File: src/rtl/pu_loader.sv
// pu_loader: write-side driver for the img2col processing unit's window
// register file.
//
// Pixel pairs arrive on a valid/ready stream and are written through the PU's
// dual write port. When a window is complete, the loader pulses `start` and
// waits for `pu_done`. Round 0 of a row loads the full window at addresses
// 0..weight_size-1. Later rounds load only the kernel_dim new-column pixels at
// the top addresses, because the PU keeps the other pixels of the window.
//
// Ports:
//   clk        in   rising-edge clock
//   nrst       in   asynchronous reset, active-high
//   go         in   begin a row (sampled in IDLE only)
//   num_rounds in   windows per row, latched on go (0 treated as 1)
//   s_data1    in   lower-address pixel of a beat
//   s_data2    in   higher-address pixel of a beat
//   s_valid    in   beat valid
//   s_ready    out  beat accepted when s_valid && s_ready
//   pu_done    in   PU finished the current window (one-cycle pulse)
//   wr_ctrl_g  out  PU register-file write enable
//   adrs_in1   out  lane-1 write address
//   adrs_in2   out  lane-2 write address
//   new1       out  lane-1 write data
//   new2       out  lane-2 write data
//   start      out  one-cycle PU start pulse
//   round      out  window index within the row
//   busy       out  high from accepted go until row_done
//   row_done   out  one-cycle pulse after the last window's pu_done
module pu_loader #(
    parameter int data_width  = 16,
    parameter int address_num = 5,
    parameter int weight_size = 25,
    parameter int kernel_dim  = 5
) (
    input  logic                   clk,
    input  logic                   nrst,
    input  logic                   go,
    input  logic [5:0]             num_rounds,
    input  logic [data_width-1:0]  s_data1,
    input  logic [data_width-1:0]  s_data2,
    input  logic                   s_valid,
    output logic                   s_ready,
    input  logic                   pu_done,
    output logic                   wr_ctrl_g,
    output logic [address_num-1:0] adrs_in1,
    output logic [address_num-1:0] adrs_in2,
    output logic [data_width-1:0]  new1,
    output logic [data_width-1:0]  new2,
    output logic                   start,
    output logic [5:0]             round,
    output logic                   busy,
    output logic                   row_done
);

    // Both window sizes are odd and start at even addresses. The final beat
    // is therefore the one whose lane-1 address is the top address.
    localparam logic [address_num-1:0] LAST_ADRS  = address_num'(weight_size - 1);
    localparam logic [address_num-1:0] SLIDE_BASE = address_num'(weight_size - kernel_dim);

    typedef enum logic [1:0] {
        IDLE  = 2'd0,
        LOAD  = 2'd1,
        START = 2'd2,
        WAIT  = 2'd3
    } state_t;

    state_t                 state_r;
    state_t                 state_s;
    logic                   accept_s;
    logic                   last_beat_s;
    logic                   last_round_s;
    logic                   row_go_s;
    logic                   next_round_s;
    logic                   finish_s;

    logic [address_num-1:0] addr_r;
    logic [5:0]             nr_r;
    logic [5:0]             round_r;
    logic                   busy_r;
    logic                   row_done_r;
    logic                   start_r;
    logic                   wr_ctrl_g_r;
    logic [address_num-1:0] adrs_in1_r;
    logic [address_num-1:0] adrs_in2_r;
    logic [data_width-1:0]  new1_r;
    logic [data_width-1:0]  new2_r;

    // Next-state logic and per-cycle control strobes.
    always_comb begin
        state_s      = state_r;
        accept_s     = 1'b0;
        row_go_s     = 1'b0;
        next_round_s = 1'b0;
        finish_s     = 1'b0;
        last_beat_s  = (addr_r == LAST_ADRS);
        last_round_s = (round_r == (nr_r - 6'd1));
        case (state_r)
            IDLE: begin
                if (go) begin
                    row_go_s = 1'b1;
                    state_s  = LOAD;
                end else begin
                    state_s  = IDLE;
                end
            end
            LOAD: begin
                if (s_valid) begin
                    accept_s = 1'b1;
                    if (last_beat_s) begin
                        state_s = START;
                    end else begin
                        state_s = LOAD;
                    end
                end else begin
                    state_s = LOAD;
                end
            end
            START: begin
                // Any pu_done seen here is stale and is ignored.
                state_s = WAIT;
            end
            WAIT: begin
                if (pu_done) begin
                    if (last_round_s) begin
                        finish_s     = 1'b1;
                        state_s      = IDLE;
                    end else begin
                        next_round_s = 1'b1;
                        state_s      = LOAD;
                    end
                end else begin
                    state_s = WAIT;
                end
            end
            default: begin
                state_s = IDLE;
            end
        endcase
    end

    // State register.
    always_ff @(posedge clk or posedge nrst) begin
        if (nrst) begin
            state_r <= IDLE;
        end else begin
            state_r <= state_s;
        end
    end

    // Row bookkeeping: rounds, the next write address, and busy.
    always_ff @(posedge clk or posedge nrst) begin
        if (nrst) begin
            nr_r    <= 6'd0;
            round_r <= 6'd0;
            addr_r  <= {address_num{1'b0}};
            busy_r  <= 1'b0;
        end else if (row_go_s) begin
            nr_r    <= (num_rounds == 6'd0) ? 6'd1 : num_rounds;
            round_r <= 6'd0;
            addr_r  <= {address_num{1'b0}};
            busy_r  <= 1'b1;
        end else if (next_round_s) begin
            round_r <= round_r + 6'd1;
            addr_r  <= SLIDE_BASE;
        end else if (finish_s) begin
            busy_r  <= 1'b0;
        end else if (accept_s) begin
            addr_r  <= addr_r + address_num'(2);
        end else begin
            addr_r  <= addr_r;
        end
    end

    // Registered write port. On the final beat, lane 2 duplicates lane 1.
    always_ff @(posedge clk or posedge nrst) begin
        if (nrst) begin
            wr_ctrl_g_r <= 1'b0;
            adrs_in1_r  <= {address_num{1'b0}};
            adrs_in2_r  <= {address_num{1'b0}};
            new1_r      <= {data_width{1'b0}};
            new2_r      <= {data_width{1'b0}};
        end else begin
            wr_ctrl_g_r <= accept_s;
            if (accept_s) begin
                adrs_in1_r <= addr_r;
                adrs_in2_r <= last_beat_s ? addr_r : (addr_r + address_num'(1));
                new1_r     <= s_data1;
                new2_r     <= last_beat_s ? s_data1 : s_data2;
            end else begin
                adrs_in1_r <= adrs_in1_r;
                adrs_in2_r <= adrs_in2_r;
                new1_r     <= new1_r;
                new2_r     <= new2_r;
            end
        end
    end

    // Start pulse follows the START cycle, one cycle after the last write
    // appears. The row_done pulse follows the last pu_done.
    always_ff @(posedge clk or posedge nrst) begin
        if (nrst) begin
            start_r    <= 1'b0;
            row_done_r <= 1'b0;
        end else begin
            start_r    <= (state_r == START);
            row_done_r <= finish_s;
        end
    end

    assign s_ready   = (state_r == LOAD);
    assign wr_ctrl_g = wr_ctrl_g_r;
    assign adrs_in1  = adrs_in1_r;
    assign adrs_in2  = adrs_in2_r;
    assign new1      = new1_r;
    assign new2      = new2_r;
    assign start     = start_r;
    assign round     = round_r;
    assign busy      = busy_r;
    assign row_done  = row_done_r;

endmodule

File: config.mk
export PLATFORM = sky130hd
export DESIGN_NAME = pu_loader
export DESIGN_NICKNAME = d
export VERILOG_FILES = /design/src/rtl/pu_loader.sv
export SDC_FILE = /design/constraint.sdc
export NUM_CORES = 1
export LEC_CHECK = 0
export CAP_MARGIN = 20
export CORE_UTILIZATION = 48
export CTS_CLUSTER_SIZE = 28
export DETAILED_ROUTE_END_ITERATION = 7
export PLACE_DENSITY = 0.85
export SLEW_MARGIN = 20
export SYNTH_ARGS = -nofsm -noshare
export SYNTH_HDL_FRONTEND = slang
export SYNTH_SLANG_ARGS = --single-unit
File: constraint.sdc
create_clock -name clk -period 3.8 [get_ports clk]
set_clock_uncertainty 0.05 [all_clocks]
set_input_delay 1.14 -clock clk [delete_from_list [all_inputs] [get_ports clk]]
set_output_delay 1.14 -clock clk [all_outputs]
set_load 0.05 [all_outputs]
# Word-level counts from Yosys, hierarchy flattened
# Index checks and enable logic that the tools add are counted.
# op_classes
add_sub_neg	4
mux	28
reduce_logical	7
n_eq_ne	7
# ops
operator	n
two-way mux 5 bit	5
two-way mux 6 bit	3
two-way mux 16 bit	1
two-way mux 1 bit	15
case mux 2 bit (4 select lines)	1
adder 6 x 1 -> 6 bit (second input constant)	1
== test 6 bit	1
logical NOT 6 bit	1
two-way mux 2 bit	3
subtractor 6 x 1 -> 6 bit (second input constant)	1
adder 5 x 1 -> 5 bit (second input constant)	1
adder 5 x 2 -> 5 bit (second input constant)	1
== test 5 bit (second input constant)	1
== test 2 bit (second input constant)	2
AND reduction 2 bit	2
nonzero test 2 bit	2
!= test 3 bit (second input constant)	1
nonzero test 3 bit	1
== test 2 x 1 -> 1 bit (second input constant)	1
logical NOT 2 bit	1
!= test 2 bit (second input constant)	1
# totals
register_bits	65
output_inout_bits	53
in_bits	43
wordCells	58

# Longest topological paths before layout
# depth
word_depth	8
ltp_mapped	7

# Least setup slack after synthesis
# No wires, ideal clock.
# synth_path
path_kind	reg2reg
start	register state_r[0]
end	register adrs_in2_r[0] (netlist: adrs_in2[0])
t_required_ps	3607
stages_incl_launch_ff	7
path_slack_ps	1312
period_less_slack_ps	2488
n_path_buf	2
arrival_time_ps	2295
cell_sequence	dfrtp_1 -> nor2b_1 -> nand2_1 -> inv_1 -> clkbuf_1 -> clkbuf_1 -> a21oi_1
# synth_via
elab_chain_len	2
# synth_lines
item	line	rtl
start, declared	67	state_t state_r;
start signal, assigned	146	state_r <= state_s;
== test 2 x 1 -> 1 bit	-	
named net s_ready	42	output logic s_ready,
two-way mux 1 bit	97	case (state_r)
named net accept_s	69	logic accept_s;
end signal, assigned	179	adrs_in2_r <= {address_num{1'b0}};
end signal, assigned	186	adrs_in2_r <= last_beat_s ? addr_r : (addr_r + address_num'(1));
end signal, assigned	191	adrs_in2_r <= adrs_in2_r;
end, declared	84	logic [address_num-1:0] adrs_in2_r;
# The timed path passes the listed nets, and every way through them passes these cells.
# A chain may end at the register's enable or synchronous reset.

# Worst setup path in the final report
# layout_path
start	register state_r[0]
end	output s_ready
# layout_via
elab_chain_len	1
# layout_lines
item	line	rtl
== test 2 x 1 -> 1 bit	210	assign s_ready = (state_r == LOAD);
end, declared	42	
# Every way passes these cells.

==> flow_summary_export.csv <==
group,metric,value,unit
cells_and_area,drive_gt1_share,6.90,%
clocking,cts_made_buffers,9,
synth,synth_top_area_cell,"dfrtp_1",
global_route,antenna_found_initial,0,
routing,routed_wl,6.49,mm
power_and_ir_drop,power,0.00343,W
synth,synth_nets,324,
worst_hold_path,hp-class,"reg2reg",
cells_and_area,finish.instance_area,3920,µm²
clocking,ctsResizeCount,0,
timing,rsz0062_at_grt,"false",
synth,yosysSeqAreaShare,55.9,%
routing,vias_per_cell,5.18,
timing,tns,0,ns
floorplanning,die-area,6000,µm²
routing,dr_total_vias,2327,
routing,remaining_drc_errors,0,
timing,timing.fmax,339,MHz
cells_and_area,final_core_utilization,71.1,%
global_route,grt_usage,23.2,%
floorplanning,io_pins,96,
timing,setup_viol,0,
global_route,grt_overflow,0,
synth,synth_commonest_cells,"nand2_1, dfrtp_1, nor2_1, mux2i_1, a21oi_1",
floorplanning,core,5510,µm²
synth,synth_area_per_cell,9.83,µm²
clocking,path_clk_slew,0.07,ns
place,dpl.hpwl,4.68,mm
clocking,holdBufCountCts,0,
timing,fin_crit,2.95,ns
clocking,cts-htree-levels,3,
cells_and_area,nNetsFinal,419,
clocking,cts_root_buf,"clkbuf_8",
clocking,cts_tree,"yes",
floorplanning,die_x,77.4,µm
timing,setup_ws,0.850,ns
clocking,cts.sinks,61,
floorplanning,num_rows,27,
global_route,grt_pass1_wl,10.7,mm
routing,drt-initial-drc-count,127,
cells_and_area,fillers,414,
cells_and_area,regArea,1530,µm²
cells_and_area,multiInputGateArea,1120,µm²
synth,syn_area,2730,µm²
setup_path,crit_fanout,6,
synth,yosys-top-cells-area,"dfrtp_1, nand2_1, mux2i_1, a21oi_1, nor2_1",
setup_path,critPathArrivalTime,1.76,ns
timing,slew_violations,0,
setup_path,critPathRequiredTime,2.61,ns
routing,drt.antenna.violating_nets,0,
place,place_ws,0.736,ns
timing,maxSlewHeadroom,54.7,%
setup_path,cp-end-kind,"output pin",
power_and_ir_drop,ir_drop,504,µV
outcome,outcome,"finished clean",
synth,yosysMostFrequentCell,"nand2_1",
clocking,clk_latency,0.32,ns
timing,period_share,77.6,%
synth,ys.flop_type,"dfrtp_1",
timing,tightestPinTransition,0.677,ns
place,place_area,3760,µm²
global_route,grt_max_degree,38,
setup_path,startpoint_type,"flip-flop",
power_and_ir_drop,static-leakage-power,1.76,nW
cells_and_area,insertedDiodeCount,0,
clocking,post-cts-setup-buffers,0,
routing,wire_per_inst,14.4,µm
timing,hold_violations,0,
global_route,grt_pass1_vias,2234,
synth,synth_top_area_share,55.9,%
synth,synth.distinct_cells,33,
job,maxCapViolations,0,
power_and_ir_drop,powerDensity,874,nW/µm²
clocking,clockBufferDepth,2,
floorplanning,start_util,49.6,%
synth,ys_ff_latch,61,
synth,synthArstFlopShare,100,%
cells_and_area,area_growth,43.4,%
setup_path,path_class,"reg2out",
synth,synth-edff-count,0,
floorplanning,die_h,77.4,µm
place,place_congestion,0.771,
routing,drtPass1Iterations,4,
synth,yosysWarningCount,0,
synth,syn_inst,278,
place,port_buffers,94,
==> layout make-up <==
type | count | share of cell area, %
Inverter | 8 | 0.767
Clock inverter | 2 | 0.256
Timing Repair Buffer | 99 | 25.3
Sequential cell | 61 | 39.0
Clock buffer | 13 | 3.80
Tap cell | 72 | 2.30
Multi-Input combinational cell | 194 | 28.6
==> state kept, by name, indices dropped and copies added, names as in the netlist <==
signal,flops
round,6
row_done,1
start,1
addr_r,4
nr_r,6
adrs_in1,4
new1,16
state_r,2
wr_ctrl_g,1
new2,16
adrs_in2,3
busy,1
==> critical path: stages, from the launching register on <==
cell	delay (ns)
dfrtp_1	0.43
nor2b_1	0.19
clkdlybuf4s50_1	0.82
==> worst paths after layout <==
| kind | startpoint | end | slack (ns) | depth (start not counted) |
|---|---|---|---|---|
| worst min-delay path | new1[2] | new1[2] | 0.43 | 2 |
| worst max-delay path | state_r[0] | s_ready | 0.85 | 2 |
| max in group asynchronous | nrst | nr_r[2] | 1.87 | 3 |
| worst max register to register | nr_r[2] | round[0] | 1.35 | 5 |
| worst min register to register | new1[2] | new1[2] | 0.43 | 2 |
| min in group asynchronous | nrst | new1[7] | 1.15 | 2 |
==> cells in the final DEF, fill, tap and decap left out, types with 4 or more instances in the layout <==
| cell | n |
|---|---|
| clkdlybuf4s50_1 | 94 |
| nand2_1 | 76 |
| dfrtp_1 | 61 |
| nor2_1 | 23 |
| mux2i_1 | 22 |
| a21oi_1 | 20 |
| clkbuf_8 | 10 |
| inv_1 | 7 |
| xnor2_1 | 7 |
| nand3_1 | 6 |
| mux2_2 | 5 |
| o21ai_0 | 4 |
| buf_4 | 4 |
==> metrics by stage <==
| stage | hold WS (ns) | instances |
|---|---|---|
| 6_report | 0.431 | 449 |
| 5_1_grt | 0.456 | 449 |
| 4_1_cts | 0.435 | 449 |
| 3_5_place_dp | 0.416 | 434 |
| 3_3_place_gp | 0.407 | 434 |
| 2_1_floorplan | 0.427 | 278 |
==> metal layers <==
layer / track usage (%) / share of wire, % / vias to the layer above / wire, µm
met1: 30.1 / 42 / 1140 / 2740
met3: 3.76 / 4.0 / 12 / 260
li1: - / - / 1109 / -
met5: 0 / 0 / - / 0
met2: 37.3 / 51 / 66 / 3330
met4: 12.5 / 2.3 / 0 / 151
==> kinds of logic (layout without fill, tap and decap cells) <==
group	after synthesis	in the layout	synth area share, %
other	1	1	0.137
buffers and inverters	23	122	3.62
xor gates and xnor gates	8	8	2.57
adders and majority gates	3	3	1.37
and+or+nand+nor	122	122	18.9
DFF	61	61	55.9
muxes	27	27	10.1
AOI/OAI and AO/OA	33	33	7.42
==> power breakdown <==
| part | total (W) | leakage (nW) | switching [W] | internal (W) |
|---|---|---|---|---|
| combinational | 0.00184 | 0.945 | 0.00120 | 0.000643 |
| clock | 0.000481 | 0.0833 | 0.000231 | 0.000250 |
| sequential | 0.00110 | 0.733 | 0.000200 | 0.000900 |
| total | 0.00343 | 1.76 | 0.00163 | 0.00179 |
No activity file was read; power rests on OpenSTA's default activity.
